**src/rtl/shared_queue_arbiter_pkg.sv**
```systemverilog
// Shared types and helpers for the shared-queue arbiter and the arbiters built around it.
package shared_queue_arbiter_pkg;

    localparam int unsigned DEF_NUM_REQ    = 4;
    localparam int unsigned DEF_DATA_WIDTH = 32;

    // Index width that never collapses to zero bits for single-entry cases.
    function automatic int unsigned clog2_min1(input int unsigned n);
        return (n < 2) ? 1 : $clog2(n);
    endfunction

    typedef struct packed {
        logic [DEF_DATA_WIDTH-1:0]          data;
        logic [clog2_min1(DEF_NUM_REQ)-1:0] src;
    } queue_entry_t;

endpackage

```
**src/rtl/rr_priority_select.sv**
```systemverilog
// Combinational round-robin pick: first set request at or after the priority pointer.
module rr_priority_select
    import shared_queue_arbiter_pkg::*;
#(
    parameter int unsigned NUM_REQ = 4,
    parameter int unsigned IDX_W   = clog2_min1(NUM_REQ)
) (
    input  logic [NUM_REQ-1:0] i_req,
    input  logic [IDX_W-1:0]   i_prio,
    input  logic               i_en,
    output logic [NUM_REQ-1:0] o_gnt,
    output logic [IDX_W-1:0]   o_idx,
    output logic               o_valid
);

    int unsigned w_cand;
    logic        w_found;

    always_comb begin
        o_gnt   = '0;
        o_idx   = '0;
        w_cand  = 0;
        w_found = 1'b0;
        for (int unsigned k = 0; k < NUM_REQ; k++) begin
            w_cand = {{(32 - IDX_W){1'b0}}, i_prio} + k;
            if (w_cand >= NUM_REQ) begin
                w_cand = w_cand - NUM_REQ;
            end
            if (!w_found && i_req[w_cand[IDX_W-1:0]]) begin
                w_found = 1'b1;
                o_idx   = w_cand[IDX_W-1:0];
            end
        end
        o_valid = w_found & i_en;
        if (o_valid) begin
            o_gnt[o_idx] = 1'b1;
        end
    end

endmodule

```
**src/rtl/shared_queue_arbiter.sv**
```systemverilog
// Round-robin arbiter feeding one in-order queue; grants are withheld when no slot is free.
module shared_queue_arbiter
    import shared_queue_arbiter_pkg::*;
#(
    parameter int unsigned NUM_REQ    = 4,
    parameter int unsigned DEPTH      = 4,
    parameter int unsigned DATA_WIDTH = 32,
    localparam int unsigned SRC_W     = clog2_min1(NUM_REQ)
) (
    input  logic                               clk,
    input  logic                               rst,
    input  logic [NUM_REQ-1:0]                 i_req,
    input  logic [NUM_REQ-1:0][DATA_WIDTH-1:0] i_req_data,
    output logic [NUM_REQ-1:0]                 o_gnt,
    output logic                               o_out_valid,
    output logic [DATA_WIDTH-1:0]              o_out_data,
    output logic [SRC_W-1:0]                   o_out_src,
    input  logic                               i_out_ack,
    output logic                               o_full,
    output logic                               o_almost_full,
    output logic                               o_empty
);

    localparam int unsigned PTR_W = clog2_min1(DEPTH);

    typedef struct packed {
        logic [DATA_WIDTH-1:0] data;
        logic [SRC_W-1:0]      src;
    } entry_t;

    entry_t           r_mem [DEPTH];
    logic [PTR_W-1:0] r_wr_ptr;
    logic [PTR_W-1:0] r_rd_ptr;
    logic [SRC_W-1:0] r_prio;
    logic [DEPTH:0]   r_occ;

    logic             w_pop;
    logic             w_push;
    logic             w_space;
    logic [SRC_W-1:0] w_gnt_idx;

    assign w_pop   = i_out_ack & ~r_occ[0];
    assign w_space = ~r_occ[DEPTH] | w_pop;

    // Enable low during reset keeps gnt at zero and suppresses the accept.
    rr_priority_select #(
        .NUM_REQ (NUM_REQ),
        .IDX_W   (SRC_W)
    ) u_select (
        .i_req   (i_req),
        .i_prio  (r_prio),
        .i_en    (w_space & ~rst),
        .o_gnt   (o_gnt),
        .o_idx   (w_gnt_idx),
        .o_valid (w_push)
    );

    always_ff @(posedge clk) begin
        if (rst) begin
            r_occ    <= {{DEPTH{1'b0}}, 1'b1};
            r_wr_ptr <= '0;
            r_rd_ptr <= '0;
            r_prio   <= '0;
        end else begin
            if (w_push) begin
                r_wr_ptr <= r_wr_ptr + 1'b1;
                r_prio   <= (w_gnt_idx == SRC_W'(NUM_REQ - 1)) ? '0 : w_gnt_idx + 1'b1;
            end
            if (w_pop) begin
                r_rd_ptr <= r_rd_ptr + 1'b1;
            end
            if (w_push && !w_pop) begin
                r_occ <= {r_occ[DEPTH-1:0], 1'b0};
            end else if (w_pop && !w_push) begin
                r_occ <= {1'b0, r_occ[DEPTH:1]};
            end
        end
    end

    // Storage is deliberately not reset; the occupancy chain says what is live.
    always_ff @(posedge clk) begin
        if (w_push) begin
            r_mem[r_wr_ptr] <= '{data: i_req_data[w_gnt_idx], src: w_gnt_idx};
        end
    end

    assign o_out_data    = r_mem[r_rd_ptr].data;
    assign o_out_src     = r_mem[r_rd_ptr].src;
    assign o_out_valid   = ~r_occ[0];
    assign o_empty       = r_occ[0];
    assign o_almost_full = r_occ[DEPTH-1];
    assign o_full        = r_occ[DEPTH];

endmodule

```
**config.mk**
```make
export PLATFORM = sky130hd
export DESIGN_NAME = shared_queue_arbiter
export DESIGN_NICKNAME = d
export VERILOG_FILES = /design/src/rtl/shared_queue_arbiter_pkg.sv /design/src/rtl/rr_priority_select.sv /design/src/rtl/shared_queue_arbiter.sv
export SDC_FILE = /design/constraint.sdc
export NUM_CORES = 1
export LEC_CHECK = 0
export CORE_ASPECT_RATIO = 1.4
export CORE_MARGIN = 4
export CORE_UTILIZATION = 52
export DETAILED_ROUTE_END_ITERATION = 10
export GPL_TIMING_DRIVEN = 0
export PLACE_DENSITY = 0.88
export SLEW_MARGIN = 15
export SYNTH_ARGS = -nofsm -noshare
export SYNTH_HDL_FRONTEND = slang
export SYNTH_HIERARCHICAL = 1
export SYNTH_SLANG_ARGS = --single-unit
```
**constraint.sdc**
```tcl
create_clock -name clk -period 5.5 [get_ports clk]
set_input_delay 0.55 -clock clk [delete_from_list [all_inputs] [get_ports clk]]
set_output_delay 0.55 -clock clk [all_outputs]
set_load 0.02 [all_outputs]
```
# Word level (Yosys, flattened, before mapping)
# Memories as Yosys holds them, arrays and structs flattened. A register that Yosys moved wholly into a read port is not among the register bits.
# Cells that the tools add are included.
# totals
in_bits	135
mem_count	1
out_inout_bits	42
ramBits	136
elab_cells	77
regBits	11
# classes
n_lt_le_gt_ge	10
bitwise	7
eq_ne	1
n_addsub	10
mux	32
reduce_logical	12
# mem_list
memory	depth	word_bits	rd	rd_ports_with_merged_regs	wr	line_no	text
r_mem	4	34	1	1	1	shared_queue_arbiter.sv:31	entry_t r_mem [DEPTH];
# ops
operator	count
$bmux W32 S2	1
$mux W32	1
$mux W2	11
$lt A2 B3 Y1 const B	5
$mux W1	11
$mux W5	2
$ge A3 B3 Y1 const B	3
$bmux W1 S2	4
$sub A2 B1 Y2 const B	4
$add A2 B1 Y2 const B	3
$add A2 B2 Y3 const B	2
$logic_and A1 B1 Y1	6
$logic_not A1 Y1	5
$mux W4	1
$add A2 B1 Y3 const B	1
$and A1 B1 Y1	3
$ge A2 B3 Y1 const B	1
$not A1 Y1	3
$demux W1 S2	1
$eq A2 B2 Y1 const B	1
$ge A2 B1 Y1 const B	1
$reduce_bool A2 Y1	1
$or A1 B1 Y1	1

# Depth between registers and ports, before layout
# Gate-level depths: netlist of run 1.
# logic_depth
word_depth	19
depth_mapped	9
mapped_depth_nobuf	8

# Cells and area by module
# The synthesis of run 1 kept the hierarchy.
# modules_own_cells
module	cells_per_inst	seq_area_each_um2	instances	area_each_um2
shared_queue_arbiter	278	4344.2	1	6362.4
rr_priority_select	20	0.0	1	155.1

# Least setup slack after synthesis of run 1
# No wires, ideal clock.
# synth_timing
path_kind	in2reg
from	in i_out_ack
to	mem r_mem[0][0] (netlist name), enable pin
path_stages	6
path_buffers	1
arrival_ps	2015
t_required_ps	5106
setup_slack_ps	3091
setup_time_ps	394
path_cell_list	nand2b_1 -> a21oi_1 -> nand2b_2 -> inv_2 -> buf_2 -> and2_1
# synth_between
elab_chain_len	6
# synth_rtl
item	line_no	text
start: declaration	shared_queue_arbiter.sv:18	input logic i_out_ack,
$and A1 B1 Y1	shared_queue_arbiter.sv:42	assign w_pop = i_out_ack & ~r_occ[0];
$or A1 B1 Y1	shared_queue_arbiter.sv:43	assign w_space = ~r_occ[DEPTH] | w_pop;
$and A1 B1 Y1	shared_queue_arbiter.sv:52	.i_en (w_space & ~rst),
$and A1 B1 Y1	rr_priority_select.sv:34	o_valid = w_found & i_en;
net w_push	shared_queue_arbiter.sv:38	logic w_push;
$mux W1	shared_queue_arbiter.sv:82	if (w_push) begin
$mux W1 (implied by the code)	shared_queue_arbiter.sv:83	r_mem[r_wr_ptr] <= '{data: i_req_data[w_gnt_idx], src: w_gnt_idx};
end: declaration	shared_queue_arbiter.sv:31	
# The timed path passes the listed nets, and every way through them passes these cells.

# Worst setup path after layout of run 1
# layout_timing
from	in i_req[0]
to	out o_gnt[2]
# layout_between
elab_chain_len	17
elab_cells_between_ends	29
cone_classes	order compare (2); mux (19); bitwise (1); reduce/logical (7)
# layout_rtl
item	line_no	text
start: declaration	shared_queue_arbiter.sv:12	input logic [NUM_REQ-1:0] i_req,
$bmux W1 S2	rr_priority_select.sv:29	if (!w_found && i_req[w_cand[IDX_W-1:0]]) begin
$mux W1 (implied by the code)	rr_priority_select.sv:29	
$mux W1	rr_priority_select.sv:29	
$logic_not A1 Y1	rr_priority_select.sv:29	
$logic_and A1 B1 Y1	rr_priority_select.sv:29	
$mux W1	rr_priority_select.sv:29	
$logic_not A1 Y1	rr_priority_select.sv:29	
$logic_and A1 B1 Y1	rr_priority_select.sv:29	
[... 2 more ...]	n/a	
$logic_and A1 B1 Y1	rr_priority_select.sv:29	
$mux W2 *	rr_priority_select.sv:29	
net w_gnt_idx[1]	shared_queue_arbiter.sv:40	logic [SRC_W-1:0] w_gnt_idx;
$lt A2 B3 Y1 (implied by the code) or $ge A2 B1 Y1 (tied branches)	rr_priority_select.sv:36	o_gnt[o_idx] = 1'b1;
$logic_and A1 B1 Y1 (implied by the code)	rr_priority_select.sv:36	
$mux W1 (implied by the code)	rr_priority_select.sv:36	
$demux W1 S2 *	n/a	
$mux W4 *	rr_priority_select.sv:35	if (o_valid) begin
end: declaration	shared_queue_arbiter.sv:14	output logic [NUM_REQ-1:0] o_gnt,
# The timed path passes the listed nets; every way through them passes the cells marked *. The select of a mux whose other input is x is not followed.

==> metrics, run 1 <==
count of final max-slew check failures 0; number of global-route vias before repair 4218; count of final setup violators 0; Mapped Cells 298; sequential area share after synthesis 66.7%; Worst Hold Class reg2reg; antenna-violating nets left 0; Synth async-reset ratio 0%; Top FF cell, synth edfxtp_1; slew margin rel. 64.8%; synthesis-to-finish area growth 41.0%; combinational share of power 21.4%; antenna cells 0; share of power burned in registers 43.0%; fmax 0.327 GHz; Setup CP Type in2out; first-pass GRT wire length approximately 23000 µm; RSZ-0062 raised after global routing no; Post-Synth XOR/XNOR Area less than 1%; Avg Synthesized Cell Area around 22 µm²; path depth of the worst reg2reg path 7; Req. time, crit path 4950 ps; residual DRC count 0; Synth Warn # 6; Psw around 800 µW; CTS Hold Buffers Added 0; DR iter-0 viols 175; EDFF count, synth 136; routed length per instance 23.4 µm; CTS root buf clkbuf_16; sw frac 24.1%; Synth Area in Compound Gates ~1.2%; Port Buf Inserts 176; # IOs between 150 and 200; CP max FO 14; 1st-pass router iterations 6; Die Footprint 14400 µm²; CTS resizes 0; Post CTS Setup Buffer Count 0; adder-cell share of the synthesized area 1.15%; Die H between 100 and 150 µm; critical path arrival 2500 ps; Worst-Margin Slew 528 ps; gp weighted congestion 0.722; Congestion Overflow GR 0; clk buf depth 2; minimum clock period 3050 ps; final WL between 15000 and 20000 µm; core area 12300 µm²; worst hold path depth 2; CTS tree built; Die Width a little over 100 µm; final core occ between 70% and 80%; synthesized area 6520 µm²; status finished, final reports clean; nature of the critical path endpoint output pin; CP startpoint kind primary input; dpl hpwl 11000 µm; Vias per Instance between 5 and 6; mux cell area share after synthesis 24.8%; Post-Syn Nets 439; cts bufs inserted 17; crit share post-route 55.5%; largest net degree at the start of global routing 23; main combinational cell family by area after synthesis multiplexers; post-synthesis register bit count 149; final hold viol count 0; Pwr Density 354 nW/µm²; Clock Latency Late Sink 420 ps; maximum vdd ir drop about 0.00024 V; static leakage around 3.1 nW; H-tree depth 4; synth unique cells 35; setup TNS 0 ps; post-synthesis simple-gate area fraction 2.53%; clock sink count 149; initial cell density of the core 52.9%; max-cap violation count 0; row cnt 48; Clk pwr share 35.6%; Vias 3799; Worst-path clk slew 60 ps; # nets final approximately 640; share of cells above drive strength 1 between 20 and 25%; P_int between 2 and 2.5 mW; skew final 9.89 ps; initial antenna violation count 0; GRT Util Overall 22.3%
-- final cells by class --
cell class,count,area [µm²]
repair buffers,180,1870
clock buffers,22,518
well taps,150,188
clock inverters,10,88.8
fillers,703,3120
plain buffers,18,189
flip-flops and latches,149,4340
multi-input cells,124,1960
inverters,7,26.3
-- through the flow --
stage / instances / setup WS (ps) / area [µm²] / hold slack (ps) / power (mW)
6_report: 660 / 2450 / 9190 / 500 / 3.25
3_5_place_dp: 628 / 2250 / 8580 / 487 / 2.11
2_1_floorplan: 298 / 3090 / 6520 / 458 / 1.81
5_1_grt: 660 / 2360 / 9190 / 539 / 3.37
4_1_cts: 660 / 2470 / 9190 / 494 / 3.27
3_3_place_gp: 624 / 1950 / 8470 / 470 / 2.07
-- state kept, by name, summed over array words and instances, names as in the netlist, named ones only --
signal    count
r_occ         5
r_mem       136
r_rd_ptr      2
r_prio        2
r_wr_ptr      2
-- worst paths after layout --
kind | start | end | slack (ps)
worst min register to register | r_occ[4] | r_occ[4] | 500
worst max-delay path | i_req[0] | o_gnt[2] | 2450
worst min-delay path | r_occ[4] | r_occ[4] | 500
worst max register to register | r_prio[1] | r_mem[0][19] | 2870
-- cells in the final DEF (no fill, tap or decap), types with 4 or more instances in the layout --
master,instances
mux2i_1,6
clkdlybuf4s50_1,176
a21oi_1,5
buf_2,7
clkbuf_16,20
nor2_1,12
inv_1,6
dfxtp_1,13
buf_12,6
buf_16,4
mux4_1,5
and2_2,4
edfxtp_1,136
ha_1,6
mux4_2,61
-- critical path, stage by stage --
cell,delay (ps)
clkdlybuf4s50_1,510
a21oi_1,240
o21ai_1,100
o2bb2a_4,300
and3_1,190
clkdlybuf4s50_1,610
-- power by group through the flow --
stage / Clock, mW / Sequential (mW) / Combinational, mW
global route: 1.23 / 1.40 / 0.738
CTS: 1.17 / 1.40 / 0.703
global placement: 0 / 1.41 / 0.659
finish: 1.16 / 1.40 / 0.694
detailed placement: 0 / 1.42 / 0.696
floorplan: 0 / 1.41 / 0.397
-- kinds of logic (layout without fill, tap and decap cells) --
logic type      Yosys count  count (layout)
xor+xnor                  3               3
buf+inv                  25             237
flops                   149             149
simple gates             29              29
fa+ha+maj                 6               6
compound gates           10              10
mux                      76              76
-- cell usage after synthesis, drive strengths merged (4+ instances only) --
cell type / instances / area (µm²)
edfxtp: 136 / 4080
nor2: 12 / 45.0
inv: 7 / 26.3
buf: 16 / 181
ha: 6 / 75.1
mux4: 66 / 1510
and2: 4 / 25.0
a21oi: 5 / 25.0
dfxtp: 13 / 260
mux2: 4 / 48.8
mux2i: 6 / 60.1
-- layer usage --
layer	GRT usage [%]	up-vias	wire (µm)
met5	0	-	0
met4	8.64	0	457
met3	6.48	33	965
met2	39.8	161	8770
met1	24.6	1938	5240
li1	-	1667	-
No activity file was read; power rests on OpenSTA's default activity.
==> run 2: changes to the inputs <==
Settings changed: CORE_UTILIZATION 52 to 44, PLACE_DENSITY 0.88 to 0.8.
Clock period 5.5 ns to 2.6 ns, I/O delays scaled along.
==> run 2 against run 1 <==
Net effect: cell count is 5.8% higher; hold slack worse by 5.1 ps; highest routed layer unchanged; via count down 1.7%; routed wire length shrank 4.7%; clock power is 110% higher; power increased by 110%; sequential power up 110%; non-clock buffer count is 1 lower; clock skew is 2.5 ps lower; register-to-register slack worse by 2700 ps; combinational power rose by 110%.
==> metrics, run 2 (same netlist as run 1, synthesis figures left out) <==
CP max-delay cell clkdlybuf4s50_1; count of final max-slew check failures 0; CTS root buf clkbuf_16; Clock Latency Late Sink 410 ps; clk buf depth 2; setup TNS 0 ps; CP startpoint kind flop; H-tree depth 4; Placed Area ~8600 µm²; largest net degree at the start of global routing 19; routed length per instance 21.1 µm; RSZ-0062 raised after global routing no; skew final roughly 7.4 ps; Req. time, crit path 2340 ps; leading registers by flop count r_mem (136), r_occ (5); final hold viol count 0; static leakage 3.08 nW; row cnt 52; 1st-pass router iterations 4; synthesis-to-finish area growth 41.9%; Filler Cell Count 995; nature of the critical path endpoint output pin; total power 6.86 mW; Congestion Overflow GR 0; maximum vdd ir drop 0.000497 V; commonest non-fill, non-tap cell in the layout clkdlybuf4s50_1; critical path arrival 2240 ps; fmax roughly 0.4 GHz; number of global-route vias before repair 4129; final core occ 63.7%; hold slack approximately 490 ps; Die H 152 µm; Crit path buffers/inverters 2; CTS Hold Buffers Added 0; crit share post-route 96.0%; Vias roughly 3700; most frequent cells in the layout clkdlybuf4s50_1 (175), edfxtp_1 (136), mux4_2 (61); share of cells above drive strength 1 25.1%; cts bufs inserted 17; CP Cell Sequence buf_2, mux4_2, clkdlybuf4s50_1; Worst-path clk slew 60 ps; # IOs 177; gp weighted congestion 0.739; Setup CP Type reg2out; Pwr Density 742 nW/µm²; dpl hpwl 10500 µm; slew margin rel. 62.3%; Die Footprint 16900 µm²; Die Width around 110 µm; Vias per Instance around 5.4; max-cap violation count 0; Worst Hold Class in2reg; Top delay family on crit path buffers and inverters; antenna cells 0; CTS tree built; GRT Util Overall 18.0%; minimum clock period ~2500 ps; CP max FO 10; Biggest register r_mem; status finished, final reports clean; count of final setup violators 0; initial cell density of the core 44.9%; # nets final roughly 640; residual DRC count 0; DR iter-0 viols 183; first-pass GRT wire length 22700 µm; clock sink count 149; CP peak stage delay 600 ps; final WL approximately 15000 µm; Final Cell Area 9250 µm²; initial antenna violation count 0; Port Buf Inserts 176; Worst-Margin Slew 565 ps; core area 14500 µm²; Largest register FFs 136; antenna-violating nets left 0
==> run 2: cell types whose count changed in the layout (fill, tap and decap cells not counted), sizes merged, moves of 2 or more <==
cell,before,now
clkinvlp,1,8
clkbuf,24,19
clkinv,5,2
bufinv,1,3
==> run 2: area by class of cell <==
cell class / count / area [µm²] / share of cell area, %
Tap cell: 189 / 236 / 2.56
Sequential cell: 149 / 4350 / 47.0
Clock buffer: 17 / 425 / 4.60
Buffer: 17 / 188 / 2.03
Multi-Input combinational cell: 124 / 1970 / 21.3
Inverter: 7 / 26.3 / 0.284
Clock inverter: 15 / 180 / 1.95
Timing Repair Buffer: 180 / 1870 / 20.3
==> run 2: report_power, final <==
group	switching [mW]	internal (mW)
Combinational	0.655	0.803
Clock	0.938	1.51
Sequential	0.0482	2.90
Total	1.64	5.22
==> run 2: per-stage QoR <==
stage / setup WS (ps) / cells
after global placement: -734 / 663
after detailed placement: -408 / 667
after CTS: 35.2 / 698
final: 103 / 698
after global routing: 17.8 / 698
after floorplan: 227 / 298
==> run 2: repair_timing <==
item	4_1_cts	5_1_grt
gates resized for setup	1	4
buffers inserted	0	0
pin swaps	0	0
endpoints found under the setup margin	146	119
==> run 2: final timing paths <==
| check | slack, ps | end | startpoint | cells past startpoint |
|---|---|---|---|---|
| min reg2reg | 500 | r_occ[0] | r_occ[1] | 2 |
| max | 100 | o_out_src[1] | flop | 3 |
| min | 490 | r_occ[4] | rst | 2 |
| max reg2reg | 220 | r_mem[0][17] | r_prio[1] | 7 |
==> run 2: metal layers <==
metal / GRT usage [%] / vias up / share of wire [%]
met5: 0 / - / 0
met4: 6.46 / 0 / 2.2
met3: 5.01 / 19 / 4.6
met2: 34.0 / 115 / 59
met1: 18.8 / 1930 / 34
li1: - / 1671 / -
==> run 3: changes to the inputs <==
Settings changed: CORE_UTILIZATION 44 to 40, PLACE_DENSITY 0.8 to 0.74.
==> run 3 against run 2 <==
Net effect: clock skew grew 9.6 ps; utilization is 5.5 points lower; via count down 2.1%; sequential power about the same; global-route usage fell by 1.2 points; clock-buffer cell count is 6 higher; fmax grew 2.1%; clock power down 7%; first-iteration DRC count fell by 23%; power is 2.7% lower; sequential share of layout area increased by 0.23 points; setup slack better by 51 ps; largest cell class unchanged.
==> metrics, run 3 (same netlist as run 1, synthesis figures left out) <==
status finished, final reports clean; Port Buf Inserts 176; Worst-path clk slew 70 ps; Worst-Margin Slew 564 ps; Die Footprint 18400 µm²; maximum vdd ir drop 0.000386 V; crit share post-route 94.1%; CP Cell Sequence mux2_4, nand2_2, o221ai_2, nor2_2, buf_6, buf_12, mux4_2; # nets final 637; core area between 15000 and 20000 µm²; Req. time, crit path about 2700 ps; skew final 17.0 ps; Die H ~160 µm; Vias per Instance 5.19; CTS tree built; Worst Hold Class in2reg; Biggest register r_mem; initial cell density of the core 41.2%; Post CTS Setup Buffer Count 0; DR iter-0 viols 140; Clock Latency Late Sink 420 ps; row cnt 54; Largest register FFs 136; commonest non-fill, non-tap cell in the layout clkdlybuf4s50_1; count of final setup violators 0; final WL 14800 µm; # IOs around 180; hold slack 465 ps; Die Width 116 µm; CP peak stage delay 570 ps; antenna-violating nets left 0; critical path arrival 2570 ps; nature of the critical path endpoint flop; CTS root buf clkbuf_16; dpl hpwl between 10000 and 15000 µm; share of cells above drive strength 1 24.8%; cts bufs inserted 17; Top delay family on crit path multiplexers; Setup CP Type reg2reg; CP startpoint kind flop; GRT Util Overall 16.7%; slew margin rel. 62.4%; fmax 0.409 GHz; most frequent cells in the layout clkdlybuf4s50_1 (176), edfxtp_1 (136), mux4_2 (61); number of global-route vias before repair 4199; initial antenna violation count 2; Crit path buffers/inverters 2; largest net degree at the start of global routing 26; total power approximately 6.7 mW; static leakage approximately 3.1 nW; synthesis-to-finish area growth 41.2%; pre-CTS WS -362 ps; Congestion Overflow GR 0; max-cap violation count 0; CTS Hold Buffers Added 0; H-tree depth 4; Vias 3658; residual DRC count 0; RSZ-0062 raised after global routing no; first-pass GRT wire length 22800 µm; final hold viol count 0; leading registers by flop count r_mem (136), r_occ (5); 1st-pass router iterations 4; gp weighted congestion 0.686; worst setup margin 154 ps; clock sink count 149; routed length per instance 21.0 µm; count of final max-slew check failures 0; CP max FO 10; final core occ 58.2%; clk buf depth 2; Pwr Density just over 700 nW/µm²; CP max-delay cell mux4_2; minimum clock period 2450 ps; antenna cells 0
[run 3: cell types whose count changed in the layout (fill, tap and decap cells not counted), sizes merged]
cell and change:
buf -2, bufinv -3, clkbuf +8, clkdlybuf4s50 +1, clkinv +1, clkinvlp -3
dlymetal6s2s -1, inv -1
[run 3: what timing repair did]
item,CTS,global route
setup endpoints to repair,112,148
pin swaps,0,0
gates resized for setup,1,4
[run 3: path summary, 6_finish.rpt]
kind                  start            to  slack [ps]  cells past startpoint
setup / recovery  r_prio[1]  r_mem[0][13]         150                      7
hold / removal          rst      r_occ[4]         470                      2
setup reg to reg  r_prio[1]  r_mem[0][13]         150                      7
hold reg to reg    r_occ[1]      r_occ[0]         510                      2
[run 3: layout make-up]
class	instances	area, µm²
inverters	7	26.3
plain buffers	17	193
fillers	1230	6610
clock buffers	23	500
multi-input cells	124	1970
flip-flops and latches	149	4350
well taps	196	245
clock inverters	9	68.8
repair buffers	180	1860
[run 3: per-layer routing]
layer	global-route usage (%)	routed length [µm]	vias up
met5	0	23	-
met4	4.91	192	4
met3	4.79	751	18
met2	30.3	8500	103
met1	18.9	5350	1862
li1	-	-	1671
[run 3: stage by stage]
step / instance area (µm²) / setup TNS (ps) / std cells
finish: 9200 / 0 / 705
global route: 9200 / 0 / 705
CTS: 9200 / -54.8 / 706
detailed placement: 8620 / -40540 / 674
global placement: 8520 / -142430 / 670
floorplan: 6520 / 0 / 298
[run 3: worst register-to-register path: cells and delay by family (launching register included)]
kind / cells / cell delay, ps
muxes: 2 / 900
DFF: 1 / 400
buffers and inverters: 2 / 390
and+or+nand+nor: 2 / 340
AOI/OAI and AO/OA: 1 / 120
[run 3: report_power, final]
part	internal (mW)	total [mW]	switching, mW	leakage (nW)
clock network	1.36	2.28	0.913	0.262
logic	0.798	1.44	0.646	1.44
registers	2.90	2.95	0.0474	1.36
total	5.07	6.67	1.61	3.05
==> RTL edit, RTL diff (settings of run 3) <==
Make the reset (`rst`) asynchronous in one clocked block.
--- a/src/rtl/shared_queue_arbiter.sv
+++ b/src/rtl/shared_queue_arbiter.sv
@@ -55,7 +55,7 @@
         .o_valid (w_push)
     );
 
-    always_ff @(posedge clk) begin
+    always_ff @(posedge clk or posedge rst) begin
         if (rst) begin
             r_occ    <= {{DEPTH{1'b0}}, 1'b1};
             r_wr_ptr <= '0;
Function: differs if rst is asserted again (counterexample within 4 cycles, from zero or initial values and one cycle with rst high); with rst held inactive, the same outputs for 4 cycles.
==> RTL edit against run 3 <==
  * Sequential cell count decreased by 2
  * Global-route usage shrank 0.94 points
  * Design area barely moved
  * Synthesized area is 0.79% lower
  * Setup slack got worse by 0.082 ns
  * Wire length shrank 5.1%
  * Highest routed layer unchanged
  * Critical endpoint is now o_gnt[3]
  * Utilization up 0.23 points
Power is not compared: it rests on default switching activity, and its combinational part moved more than twofold at a synthesized area within 25%.
==> RTL edit: results <==
{
  "launch_instance_of_the_worst_register_to_register_path": "r_prio[1]",
  "final_nets": 631,
  "ys_top_cells_by_count": "sky130_fd_sc_hd__edfxtp_1, sky130_fd_sc_hd__mux4_2, sky130_fd_sc_hd__dfrtp_1, sky130_fd_sc_hd__nand2_1",
  "max_slew.worst_pin.slew_ns": 0.539,
  "gr-usage-met3": 0.0441,
  "grt_antenna_before_repair": 1,
  "grt_pass1_vias": 4053,
  "final_cell_count_no_fill": 699,
  "detailed_place.area_mm2": 0.00859,
  "grt_pass1_wl_mm": 21.3,
  "multiInputCombCellCount": 118,
  "synth_fp_nets": 432,
  "final.fill_count": 1231,
  "detailedPlacementHpwl_mm": 10.5,
  "fin_tns_setup_ns": 0,
  "hold_path.class": "primary input to async pin",
  "share_of_cell_area_taken_by_multi_input_logic_gates": 0.209,
  "grtUsageMet1": 0.175,
  "critical_path.slowest_cell": "sky130_fd_sc_hd__clkdlybuf4s50_1",
  "synth_sequential_area_ratio": 0.674,
  "postSynthAreaPerCell_um2": 22.2,
  "buffers": 198,
  "hold_viol_final": 0,
  "multiInputGateArea_mm2": 0.00193,
  "numPlacedInstances": 667,
  "worst_path_dominant_cell_family": "buffers and inverters",
  "dominantRegCellSynth": "sky130_fd_sc_hd__edfxtp_1",
  "power.combinational.total_mw": 4.26,
  "met2_usage_in_global_routing": 0.291,
  "worstSetupPathType": "register to output port",
  "layout.non_clock_inverters": 8,
  "placement_rows": 54,
  "post_synth_main_area_contributors": "sky130_fd_sc_hd__edfxtp_1, sky130_fd_sc_hd__mux4_2, sky130_fd_sc_hd__dfrtp_1, sky130_fd_sc_hd__mux4_1, sky130_fd_sc_hd__ha_1",
  "detail_route.wl_per_cell_um": 20.1,
  "cp_max_fo": 6,
  "area.sequential_mm2": 0.00436,
  "place_congestion": 0.741,
  "non_clock_buffer_area_share": 0.222,
  "run_status": "finished, final reports clean",
  "clk-insertion-delay-late_ns": 0.41,
  "worst_path_largest_cell_delay_ns": 0.60,
  "async_reset_ff_frac": 0.0748,
  "pre_cts_ws_ns": -0.410,
  "grt_max_degree": 20,
  "clkCellAreaFrac": 0.0648,
  "critical_path_arrival_ns": 2.27,
  "track_usage": 0.158,
  "first_iter_violations": 161,
  "via_count": 3680,
  "post_route_cells_drive_above_1_share": 0.250,
  "final_layout_clock_buffer_total": 17,
  "finalClockSkew_ns": 0.00931,
  "clock_tree_sinks": 147
}
## RTL edit: final timing paths
kind | endpoint | slack [ns] | cells past startpoint
max in group asynchronous | r_occ[0] | 2.09 | 2
min reg2reg | r_occ[0] | 0.52 | 2
min in group clk | r_rd_ptr[1] | 0.50 | 3
max | o_gnt[3] | 0.07 | 5
max reg2reg | r_mem[1][23] | 0.13 | 7
min | r_wr_ptr[1] | 0.17 | 2
## RTL edit: cell families after synthesis
family,Yosys count,share of synthesized area
flops,147,0.674
mux,72,0.244
buf+inv,26,0.0298
simple gates,24,0.0221
compound gates,13,0.0143
fa+ha+maj,6,0.0116
xor+xnor,3,0.00406
## RTL edit: per-layer routing
layer | up-vias | share of wire
met5 | - | 0.00085
met2 | 117 | 0.56
met4 | 2 | 0.013
li1 | 1643 | -
met1 | 1903 | 0.35
met3 | 15 | 0.068
